<file path="src/rtl/design1_mon_pkg.sv">
`default_nettype none
// ============================================================================
// Module   : design1_mon_pkg
// Brief    : Shared constants, FSM state encoding and netlist pin ordering
//            for the design1 toggle monitor.
// Revision : 1.0 - initial release
// ============================================================================
package design1_mon_pkg;

  // Netlist vector widths (14 primary inputs, 8 primary outputs).
  localparam int IN_W  = 14;
  localparam int OUT_W = 8;

  // Readback index bases: input bits first, then output bits.
  localparam int SEL_IN_BASE  = 0;
  localparam int SEL_OUT_BASE = IN_W;

  // Window control states.
  typedef enum logic [1:0] {
    IDLE  = 2'd0,
    ARMED = 2'd1,
    COUNT = 2'd2,
    DONE  = 2'd3
  } mon_state_e;

  // Bit position of each netlist primary input inside in_vec.
  typedef enum int {
    PIN_N2  = 0,  PIN_N4  = 1,  PIN_N12 = 2,  PIN_N18 = 3,
    PIN_N22 = 4,  PIN_N34 = 5,  PIN_N35 = 6,  PIN_N51 = 7,
    PIN_N57 = 8,  PIN_N67 = 9,  PIN_N72 = 10, PIN_N75 = 11,
    PIN_N78 = 12, PIN_N80 = 13
  } in_pin_e;

  // Bit position of each netlist primary output inside out_vec.
  typedef enum int {
    PIN_N6  = 0, PIN_N9  = 1, PIN_N42 = 2, PIN_N48 = 3,
    PIN_N56 = 4, PIN_N65 = 5, PIN_N68 = 6, PIN_N77 = 7
  } out_pin_e;

endpackage
`default_nettype wire

</file>
<file path="src/rtl/design1_toggle_monitor_cnt.sv">
`default_nettype none
// ============================================================================
// Module   : toggle_cnt_sat
// Brief    : Single per-bit toggle counter; synchronous clear, saturating
//            increment (never wraps past all-ones).
// Revision : 1.0 - initial release
// ============================================================================
module toggle_cnt_sat #(
  parameter int CNT_W = 16
) (
  input  logic             clk,
  input  logic             rst,
  input  logic             clr,
  input  logic             inc,
  output logic [CNT_W-1:0] count
);

  logic [CNT_W-1:0] count_q;
  logic [CNT_W-1:0] count_d;

  // Clear has priority; increment stops once the counter is at all-ones.
  always_comb begin
    count_d = count_q;
    if (clr) begin
      count_d = '0;
    end else if (inc && (count_q != '1)) begin
      count_d = count_q + 1'b1;
    end
  end

  // Counter register.
  always_ff @(posedge clk or posedge rst) begin
    if (rst) begin
      count_q <= '0;
    end else begin
      count_q <= count_d;
    end
  end

  assign count = count_q;

endmodule
`default_nettype wire

</file>
<file path="src/rtl/design1_toggle_monitor.sv">
`default_nettype none
// ============================================================================
// Module   : design1_toggle_monitor
// Brief    : Counts per-bit toggles of the design1 netlist inputs/outputs over
//            a window of WIN_LEN samples; indexed registered readback and a
//            saturating total of output-bit toggles.
// Revision : 1.0 - initial release
// ============================================================================
module design1_toggle_monitor
  import design1_mon_pkg::*;
#(
  parameter int CNT_W   = 16,
  parameter int WIN_LEN = 256
) (
  input  logic             clk,
  input  logic             rst,
  input  logic             start,
  input  logic [IN_W-1:0]  in_vec,
  input  logic [OUT_W-1:0] out_vec,
  input  logic             s_valid,
  output logic             s_ready,
  output logic             busy,
  output logic             done,
  input  logic [4:0]       rd_sel,
  output logic [CNT_W-1:0] rd_count,
  output logic [CNT_W+4:0] total_out_toggles
);

  localparam int NB     = IN_W + OUT_W;
  localparam int TOT_W  = CNT_W + 5;
  localparam int SCNT_W = 16;
  localparam int POP_W  = $clog2(OUT_W + 1);

  mon_state_e       state_q, state_d;
  logic [NB-1:0]    prev_q, prev_d;
  logic [SCNT_W-1:0] smp_cnt_q, smp_cnt_d;
  logic [TOT_W-1:0] total_q, total_d;
  logic [CNT_W-1:0] rd_count_q, rd_count_d;

  logic             accept;
  logic             count_accept;
  logic             clr_cnt;
  logic [NB-1:0]    diff;
  logic [NB-1:0]    tog_inc;
  logic [POP_W-1:0] out_pop;
  logic [TOT_W:0]   total_sum;
  logic [CNT_W-1:0] cnt_val [NB];

  // Handshake/status decode and per-sample difference against the previous sample.
  always_comb begin
    s_ready      = (state_q == ARMED) || (state_q == COUNT);
    busy         = s_ready;
    done         = (state_q == DONE);
    accept       = s_valid && s_ready;
    count_accept = accept && (state_q == COUNT);
    clr_cnt      = (state_q == IDLE) && start;
    diff         = {in_vec, out_vec} ^ prev_q;
    // Counter order matches rd_sel: input bits low, output bits high.
    tog_inc      = {diff[OUT_W-1:0], diff[NB-1:OUT_W]} & {NB{count_accept}};
  end

  // Window FSM: next state, reference sample and sample count.
  always_comb begin
    state_d   = state_q;
    prev_d    = prev_q;
    smp_cnt_d = smp_cnt_q;
    case (state_q)
      IDLE: begin
        if (start) state_d = ARMED;
      end
      ARMED: begin
        if (accept) begin
          prev_d    = {in_vec, out_vec};
          smp_cnt_d = SCNT_W'(1);
          state_d   = COUNT;
        end
      end
      COUNT: begin
        if (accept) begin
          prev_d    = {in_vec, out_vec};
          smp_cnt_d = smp_cnt_q + 1'b1;
          if ((smp_cnt_q + 1'b1) == SCNT_W'(WIN_LEN)) state_d = DONE;
        end
      end
      DONE: begin
        state_d = IDLE;
      end
      default: begin
        state_d = IDLE;
      end
    endcase
  end

  // Output-bit toggle popcount folded into the saturating total.
  always_comb begin
    out_pop = '0;
    for (int i = 0; i < OUT_W; i++) begin
      out_pop = out_pop + POP_W'(diff[i]);
    end
    total_sum = {1'b0, total_q} + (TOT_W + 1)'(out_pop);
    total_d   = total_q;
    if (clr_cnt) begin
      total_d = '0;
    end else if (count_accept) begin
      total_d = total_sum[TOT_W] ? '1 : total_sum[TOT_W-1:0];
    end
  end

  // Readback mux; indices beyond the last counter read zero.
  always_comb begin
    rd_count_d = '0;
    for (int k = 0; k < IN_W; k++) begin
      if (int'(rd_sel) == SEL_IN_BASE + k) rd_count_d = cnt_val[k];
    end
    for (int j = 0; j < OUT_W; j++) begin
      if (int'(rd_sel) == SEL_OUT_BASE + j) rd_count_d = cnt_val[IN_W + j];
    end
  end

  // State, reference sample, sample count, total and readback registers.
  always_ff @(posedge clk or posedge rst) begin
    if (rst) begin
      state_q    <= IDLE;
      prev_q     <= '0;
      smp_cnt_q  <= '0;
      total_q    <= '0;
      rd_count_q <= '0;
    end else begin
      state_q    <= state_d;
      prev_q     <= prev_d;
      smp_cnt_q  <= smp_cnt_d;
      total_q    <= total_d;
      rd_count_q <= rd_count_d;
    end
  end

  generate
    for (genvar k = 0; k < NB; k++) begin : g_cnt
      toggle_cnt_sat #(
        .CNT_W (CNT_W)
      ) u_cnt (
        .clk   (clk),
        .rst   (rst),
        .clr   (clr_cnt),
        .inc   (tog_inc[k]),
        .count (cnt_val[k])
      );
    end
  endgenerate

  assign rd_count          = rd_count_q;
  assign total_out_toggles = total_q;

endmodule
`default_nettype wire

</file>
<file path="config.mk">
export PLATFORM = sky130hd
export DESIGN_NAME = design1_toggle_monitor
export DESIGN_NICKNAME = d
export VERILOG_FILES = /design/src/rtl/design1_mon_pkg.sv /design/src/rtl/design1_toggle_monitor_cnt.sv /design/src/rtl/design1_toggle_monitor.sv
export SDC_FILE = /design/constraint.sdc
export NUM_CORES = 1
export LEC_CHECK = 0
export CAP_MARGIN = 25
export CORE_MARGIN = 2
export CORE_UTILIZATION = 50
export DETAILED_ROUTE_END_ITERATION = 8
export GPL_ROUTABILITY_DRIVEN = 1
export PLACE_DENSITY = 0.67
export SLEW_MARGIN = 20
export SYNTH_ARGS = -nofsm -noshare
export SYNTH_HDL_FRONTEND = slang
export SYNTH_HIERARCHICAL = 1
export SYNTH_SLANG_ARGS = --single-unit
</file>
<file path="constraint.sdc">
create_clock -name clk -period 9 [get_ports clk]
set_clock_uncertainty 0.1 [all_clocks]
set_input_delay 1.8 -clock clk [delete_from_list [all_inputs] [get_ports clk]]
set_output_delay 1.8 -clock clk [all_outputs]
set_load 0.01 [all_outputs]
</file>
-- After elaboration in Yosys (flattened, before gate mapping)
Index checks and enable logic that the tools add are counted.
- equality and inequality tests: 51
- add/subtract/negate cells: 31
- bitwise gates (word level): 2
- reductions and logical operators: 56
- multiplexer cells: 77
- operators by type and width (kind ; count):
    $mux 16 ; 68
    $add 16x1->16 const B ; 23
    $ne 16x16->1 const B ; 22
    $eq 5x5->1 const B ; 14
    $mux 21 ; 3
    $reduce_bool 2->1 ; 24
    $pmux 16 s2 ; 1
    $logic_and 1x1->1 ; 25
    $add 21x4->22 ; 1
    $and 22x22->22 ; 1
    $xor 22x22->22 ; 1
    $eq 5x4->1 const B ; 4
    $add 4x1->4 ; 4
    $eq 16x9->1 const B ; 1
    $eq 5x3->1 const B ; 2
    $mux 2 ; 4
    $pmux 2 s4 ; 1
    $ne 2x2->1 const B ; 3
    $eq 5x2->1 const B ; 1
    $logic_not 5->1 ; 1
    $add 3x1->4 ; 1
    $eq 2x2->1 const B ; 2
    $reduce_and 4->1 ; 1
    $add 2x1->3 ; 1
    8 further kinds ; 8
- bits of input ports: 31
- register bits after elaboration: 429
- output and inout port bits: 40
- logic and storage cells: 244

-- Logic depth before layout (Yosys ltp)
Gate-level depths: netlist of run 1.
- depth in word-level cells: 23
- mapped depth: 13
- mapped depth without buffers: 13

-- Modules after synthesis
The synthesis of run 1 kept the hierarchy.
- by module, submodules not included (module ; cells each ; times used ; seq. area each (µm²) ; area an instance (µm²)):
    toggle_cnt_sat ; 101 ; 22 ; 400.4 ; 932.1
    design1_toggle_monitor ; 913 ; 1 ; 1926.8 ; 7891.3

-- Worst setup path after synthesis of run 1
OpenSTA, ideal clock, no wires.
- path kind: input port to flip-flop
- start point: in out_vec[0]
- end point: reg total_q[11], in the netlist total_out_toggles[11]
- setup time: 0.101 ns
- required time: 8.799 ns
- cell stages on the path: 12
- data arrival time: 5.314 ns
- path buffers: 0
- setup slack: 3.485 ns
- path through: xnor2_1 fa_1 inv_1 fa_1 fa_1 fa_1 a21o_1 a21o_1 a21oi_1 nor3_1 nor2b_2 a211oi_1
- longest elaborated chain between the ends: 12
- RTL lines (element ; RTL line ; text):
    start: declaration ; design1_toggle_monitor.sv:19 ; input logic [OUT_W-1:0] out_vec,
    $xor 22x22->22 ; design1_toggle_monitor.sv:57 ; diff = {in_vec, out_vec} ^ prev_q;
    $add 1x1->2 ; design1_toggle_monitor.sv:98 ; out_pop = out_pop + POP_W'(diff[i]);
    $add 2x1->3 ; design1_toggle_monitor.sv:98 ;
    $add 3x1->4 ; design1_toggle_monitor.sv:98 ;
    $add 4x1->4 (4 in series) ; design1_toggle_monitor.sv:98 ;
    $add 21x4->22 ; design1_toggle_monitor.sv:100 ; total_sum = {1'b0, total_q} + (TOT_W + 1)'(out_pop);
    $mux 21 ; design1_toggle_monitor.sv:105 ; total_d = total_sum[TOT_W] ? '1 : total_sum[TOT_W-1:0];
    $mux 21 ; design1_toggle_monitor.sv:104 ; end else if (count_accept) begin
    $mux 21 ; design1_toggle_monitor.sv:102 ; if (clr_cnt) begin
    end signal: assignment ; design1_toggle_monitor.sv:132 ; total_q <= total_d;
    end: declaration ; design1_toggle_monitor.sv:37 ; logic [TOT_W-1:0] total_q, total_d;
No other way between the ends. The select of a mux whose other input is x is not followed.
A chain may end at the register's enable or synchronous reset.

-- Final worst setup path of run 1
- start point: in out_vec[0]
- end point: reg total_q[7], in the netlist total_out_toggles[7]
Same word-level chain as after synthesis.

==> results of run 1 <==
## cell families (layout without fill, tap and decap cells)
logic type / Yosys count / after routing
mux: 163 / 163
simple gates: 1352 / 1352
buf+inv: 245 / 267
compound gates: 881 / 881
fa+ha+maj: 39 / 39
xor+xnor: 26 / 26
flops: 429 / 429
## state kept, by name, summed over array words and instances, names as in the netlist
| name | flops |
|---|---|
| g_cnt.u_cnt/count | 352 |
| prev_q | 22 |
| rd_count | 16 |
| smp_cnt_q | 16 |
| state_q | 2 |
| total_out_toggles | 21 |
## power by group
part / internal, mW / switching [mW] / leakage, nW
Combinational: 0.608 / 0.816 / 4.93
Sequential: 2.21 / 0.499 / 5.71
Clock: 1.45 / 0.892 / 0.932
Total: 4.27 / 2.21 / 11.6
## Yosys cell counts, types with 9 or more instances
| master | n | area, µm² |
|---|---|---|
| a21o_1 | 9 | 67.6 |
| a21oi_1 | 353 | 1770 |
| o31ai_1 | 117 | 878 |
| or4_2 | 22 | 193 |
| or3_2 | 22 | 165 |
| o41ai_1 | 47 | 412 |
| nand3_1 | 170 | 851 |
| mux2_2 | 82 | 923 |
| nand2b_1 | 56 | 350 |
| a31oi_1 | 40 | 250 |
| nor3_1 | 118 | 591 |
| xnor2_1 | 16 | 140 |
| dlygate4sd1_1 | 22 | 193 |
| buf_6 | 10 | 113 |
| nand2_1 | 191 | 717 |
| and4_1 | 23 | 201 |
| inv_1 | 83 | 312 |
| nand4_4 | 24 | 510 |
| buf_2 | 30 | 150 |
| a22oi_1 | 14 | 105 |
| a211oi_1 | 15 | 113 |
| clkbuf_2 | 22 | 110 |
| and3_1 | 11 | 68.8 |
| or4_4 | 22 | 248 |
| ha_1 | 34 | 425 |
| nor2_1 | 133 | 499 |
| buf_4 | 35 | 263 |
| or4_1 | 132 | 991 |
| and2_1 | 12 | 75.1 |
| nor2b_1 | 75 | 469 |
| dfrtp_1 | 429 | 10700 |
| mux2i_1 | 63 | 631 |
| o221ai_1 | 12 | 105 |
| a221oi_1 | 12 | 105 |
| or3_1 | 138 | 863 |
| clkbuf_1 | 40 | 150 |
| o21ai_0 | 179 | 896 |
| nor4_1 | 70 | 438 |
| o22ai_1 | 19 | 119 |
| xor2_1 | 10 | 87.6 |
| nand4_1 | 92 | 576 |
| mux4_2 | 15 | 338 |
## through the flow
stage / hold slack (ns) / utilization [%] / instances
final: 0.420 / 55.3 / 3913
after global routing: 0.440 / 55.3 / 3913
after CTS: 0.420 / 55.3 / 3913
after detailed placement: 0.412 / 51.9 / 3816
after global placement: 0.408 / 51.9 / 3814
after floorplan: 0.365 / - / 3135
## metal layers
metal / wire length (µm) / track usage (%) / part of all wire (%)
met1: 38500 / 42.1 / 44
met3: 7070 / 4.29 / 8.1
met2: 38500 / 44.0 / 44
met5: 0 / 0 / 0
met4: 3300 / 10.9 / 3.8
## cell usage in the layout (no fill, tap or decap), drive strengths merged, types with 117 or more instances in the layout
cell type / Yosys / routed
nor3: 121 / 121
nor2: 135 / 135
a21oi: 354 / 354
dfrtp: 429 / 429
nand2: 191 / 191
o21ai: 181 / 181
or4: 176 / 176
nand3: 172 / 172
o31ai: 117 / 117
or3: 161 / 161
## layout make-up
| type | count | area (µm²) | area share, % |
|---|---|---|---|
| Clock buffer | 70 | 1490 | 4.79 |
| Clock inverter | 27 | 414 | 1.33 |
| Inverter | 84 | 324 | 1.04 |
| Multi-Input combinational cell | 2461 | 16400 | 52.6 |
| Sequential cell | 429 | 10700 | 34.5 |
| Tap cell | 756 | 946 | 3.04 |
| Timing Repair Buffer | 86 | 848 | 2.73 |
## final timing paths
path                            slack, ns                      start  cells past startpoint                                to
worst max-delay path                 3.40                 out_vec[0]                     13  total_out_toggles[7]$_DFFE_PP0P_
worst min-delay path                 0.42  smp_cnt_q[15]$_DFFE_PP0P_                      1         smp_cnt_q[15]$_DFFE_PP0P_
worst max register to register       4.65      prev_q[0]$_DFFE_PP0P_                     12  total_out_toggles[7]$_DFFE_PP0P_
worst min register to register       0.42  smp_cnt_q[15]$_DFFE_PP0P_                      1         smp_cnt_q[15]$_DFFE_PP0P_
max in group asynchronous            5.98                        rst                      4            prev_q[16]$_DFFE_PP0P_
min in group asynchronous            1.69                        rst                      3            rd_count[15]$_DFF_PP0_
## worst reg2reg max path: stages (launching register included)
cell      delay, ns
dfrtp_1        0.38
xnor2_1        0.17
fa_1           0.52
inv_1          0.05
fa_1           0.51
fa_1           0.52
fa_1           0.47
a21o_1         0.20
a21o_1         0.19
a21oi_1        0.46
nor3_1         0.20
nor2b_2        0.23
a211oi_1       0.26
==> impl_metrics.tcl, run 1 <==
set metrics [dict create \
    fillers 5146 \
    dieHeight_um 242 \
    ys_async_sr_fraction_pct 100 \
    synthXorXnorAreaFrac_pct 0.802 \
    cp_common_cell "fa_1" \
    nets 3184 \
    place_area_um2 29200 \
    syn_area_per_cell_um2 9.06 \
    path_delay_family "adder cells" \
    grt_first_pass_wirelength_um 139000 \
    root_buffer "clkbuf_16" \
    setup_violations 0 \
    antenna_left 0 \
    fin_area_um2 31100 \
    drtIter0Drc 2762 \
    cts.sinks 429 \
    core_um2 56300 \
    pre_cts_slack_ns 2.73 \
    cts_made_buffers 52 \
    maxSlewHeadroom_pct 30.5 \
    io_pins 71 \
    cpPeakStageDelay_ns 0.52 \
    via_count 26600 \
    drt_pass1_iterations 7 \
    portBuffers 70 \
    fp.dieW_um 242 \
    start_util_pct 50.5 \
    antenna_found_initial 0 \
    synth_warnings 6 \
    worst_slew_pin_slew_ns 1.04 \
    post_drt_wl_per_cell_um 22.3 \
    critical_path_class "in2reg" \
    cts_tree "done" \
    hold_buffers 0 \
    die-area_um2 58700 \
    max_freq_ghz 0.179 \
    clk_path_buf_depth 3 \
    status "finished clean" \
    synth_compound_area_share_pct 19.0 \
    syn-cell-area_um2 28400 \
    power.density_nw_per_um2 208 \
    clock_latency_ns 0.61 \
    muxShareOfSynthArea_pct 6.90 \
    power_mw 6.48 \
    arrival_ns 6.01 \
    fin_crit_sh_pct 62.2 \
    area_growth_pct 9.60 \
    gp_congestion 0.995 \
    startpoint_type "input pin" \
    crit_path_end_kind "flop" \
    maxCapViolations 0 \
    slowest_stage "fa_1" \
    grt_use_total_pct 29.1 \
    synthAdderAreaFrac_pct 1.85 \
    hold_class "reg2reg" \
    cts_resized 0 \
    syn-num-nets 3205 \
    totalWireLength_um 87300 \
    leakage_nw 11.6 \
    grt_start_max_net_pins 202 \
    synth_simple_gate_area_share_pct 29.0 \
    rsz0062_at_grt "false" \
    netlist_instances 3135 \
    min_period_ns 5.60 \
    setup_tns_ns 0 \
    crit_chain "clkdlybuf4s50_1, xnor2_1, fa_1, inv_1, fa_1, fa_1, fa_1, a21o_1, a21o_1, a21oi_1, nor3_1, nor2b_2, a211oi_1" \
    clk_pin_slew_ns 0.06 \
    synth-edff-count 0 \
    rows 87 \
    worst_slack_ns 3.40 \
    grt_overflow 0 \
    cts_setup_buffers 0 \
    hpwlAfterDp_um 62100 \
    worst-path-buf-inv 2 \
    hold_viol 0 \
    ys_ff_latch 429 \
    yosysSeqAreaShare_pct 37.8 \
    synthFlopType "dfrtp_1" \
    drive_gt1_share_pct 10.5 \
    viasPerCell 6.79 \
    cp.required_ns 9.41 \
    n_antenna_cell 0 \
    ys_types 97 \
    slew_violations 0 \
    htree_levels 2 \
    cp_max_fo 5 \
    ir_drop_v 0.000191 \
    synth_top_family_by_area "simple AND/OR/NAND/NOR gates" \
    grt_pass1_vias 24700 \
    drc_errors 0 \
]
Note: power is estimated with default switching activity, not from simulation.
==> run 2: changes to the inputs <==
Clock period 9 ns to 5.6 ns, I/O delays scaled along.
==> run 2 against run 1 <==
Compared with the run above: register-to-register slack worse by 3.5 ns; critical path depth unchanged; worst hold slack gained 0.0036 ns; die area is the same; clock power up 52%; non-clock buffer count increased by 22.
==> impl_metrics.tcl, run 2 (synthesized netlist as in run 1, its figures left out) <==
set metrics [dict create \
    status "finished clean" \
    maxCapViolations 0 \
    grt_overflow 0 \
    grt_start_max_net_pins 98 \
    largest_reg_flops 352 \
    fin_crit_sh_pct 89.1 \
    p_switching_mw 3.53 \
    clock_latency_ns 0.63 \
    n_antenna_cell 0 \
    cts_tree "done" \
    fillers 5058 \
    root_buffer "clkbuf_16" \
    post_drt_wl_per_cell_um 22.1 \
    swShare_pct 34.4 \
    hold_buffers 0 \
    fin_area_um2 31200 \
    top_layer "met5" \
    viasPerCell 6.74 \
    start_util_pct 50.5 \
    drtIter0Drc 2809 \
    drt_pass1_iterations 8 \
    antenna_found_initial 2 \
    min_period_ns 4.99 \
    cts_setup_buffers 0 \
    cts_made_buffers 51 \
    slew_violations 0 \
    dieHeight_um 242 \
    drive_gt1_share_pct 10.8 \
    clk_pin_slew_ns 0.06 \
    max_freq_ghz 0.200 \
    power.density_nw_per_um2 329 \
    fp.dieW_um 242 \
    grt_first_pass_wirelength_um 139000 \
    leakage_nw 11.6 \
    cp_max_fo 6 \
    maxSlewHeadroom_pct 34.6 \
    cts_resized 0 \
    p_comb_share_pct 22.7 \
    arrival_ns 5.40 \
    cts.sinks 429 \
    cp.required_ns 6.01 \
    hpwlAfterDp_um 62700 \
    portBuffers 70 \
    drc_errors 0 \
    antenna_left 0 \
    die-area_um2 58700 \
    clockPowerShare_pct 34.7 \
    worst_slew_pin_slew_ns 0.982 \
    final_cell_mix "dfrtp_1 (429), a21oi_1 (353), nand2_1 (191)" \
    rsz0062_at_grt "false" \
    startpoint_type "input pin" \
    totalWireLength_um 86800 \
    grt_use_total_pct 29.0 \
    via_count 26500 \
    hold_viol 0 \
    power.internal_mw 6.72 \
    rows 87 \
    routedLengthMet1_um 38400 \
    clk_path_buf_depth 3 \
    core_um2 56300 \
    io_pins 71 \
    seqPwrFrac_pct 42.5 \
    ir_drop_v 0.000232 \
    area_growth_pct 9.86 \
    setup_violations 0 \
    gp_congestion 0.969 \
    htree_levels 2 \
    dr_wl_met3_um 6420 \
    crit_path_end_kind "flop" \
    nets 3205 \
    hold_class "reg2reg" \
    final_common_cell "dfrtp_1" \
    setup_tns_ns 0 \
    critical_path_class "in2reg" \
    grt_pass1_vias 24700 \
    place_area_um2 29400 \
    multi_input_area_um2 16400 \
    wl_met2_um 39000 \
    seqCellArea_um2 10700 \
]
[run 2: cell types whose count changed in the layout (fill, tap and decap cells not counted), moves of 3 or more]
| cell | before | now |
|---|---|---|
| buf_4 | 15 | 36 |
| clkinv_2 | 12 | 6 |
| clkbuf_1 | 7 | 11 |
| bufinv_16 | 10 | 7 |
| inv_6 | 0 | 3 |
[run 2: final timing paths]
check	start	to	slack, ns	depth (start not counted)
max	out_vec[0]	total_out_toggles[10]$_DFFE_PP0P_	0.61	13
min	prev_q[19]$_DFFE_PP0P_	prev_q[19]$_DFFE_PP0P_	0.42	1
max reg2reg	prev_q[0]$_DFFE_PP0P_	total_out_toggles[10]$_DFFE_PP0P_	1.16	12
min reg2reg	prev_q[19]$_DFFE_PP0P_	prev_q[19]$_DFFE_PP0P_	0.42	1
max in group asynchronous	rst	prev_q[7]$_DFFE_PP0P_	3.22	4
min in group asynchronous	rst	rd_count[8]$_DFF_PP0_	1.13	3
[run 2: layer usage]
layer  vias to the layer above  track usage (%)
li1                      12200                -
met1                     13100             41.6
met2                      1006             44.5
met3                       168             4.39
met4                         2             10.4
met5                         -                0
[run 2: stage by stage]
| step | hold slack (ns) | instances | setup slack (ns) | total power, mW | utilization [%] |
|---|---|---|---|---|---|
| after floorplan | 0.365 | 3135 | 0.765 | 5.77 | - |
| after global placement | 0.408 | 3838 | 0.101 | 6.55 | 52.2 |
| after detailed placement | 0.414 | 3838 | -0.0634 | 6.68 | 52.2 |
| after CTS | 0.427 | 3931 | 0.591 | 10.3 | 55.4 |
| after global routing | 0.442 | 3931 | 0.439 | 10.8 | 55.4 |
| final | 0.424 | 3931 | 0.612 | 10.3 | 55.4 |
[run 2: final cells by class]
class | count | area share [%]
tap | 756 | 3.03
clock inverter | 19 | 1.01
timing repair buffer | 108 | 3.30
clock buffer | 74 | 4.75
inverter | 84 | 1.04
sequential | 429 | 34.4
multi-input combinational | 2461 | 52.5
[run 2: worst max-delay path: stages]
cell and delay, ns:
clkdlybuf4s50_1 0.43, xnor2_1 0.31, fa_1 0.47, inv_1 0.10, fa_1 0.42, fa_1 0.52
fa_1 0.47, fa_1 0.42, a21o_1 0.19, a21oi_1 0.23, nor3_1 0.16, nor2b_2 0.21
a311oi_1 0.33
[run 2: power by group through the flow]
stage | sequential [mW] | combinational [mW] | clock [mW]
floorplan | 4.10 | 1.67 | 0
global placement | 4.35 | 2.20 | 0
detailed placement | 4.38 | 2.30 | 0
CTS | 4.33 | 2.32 | 3.63
global route | 4.44 | 2.60 | 3.76
finish | 4.36 | 2.33 | 3.56
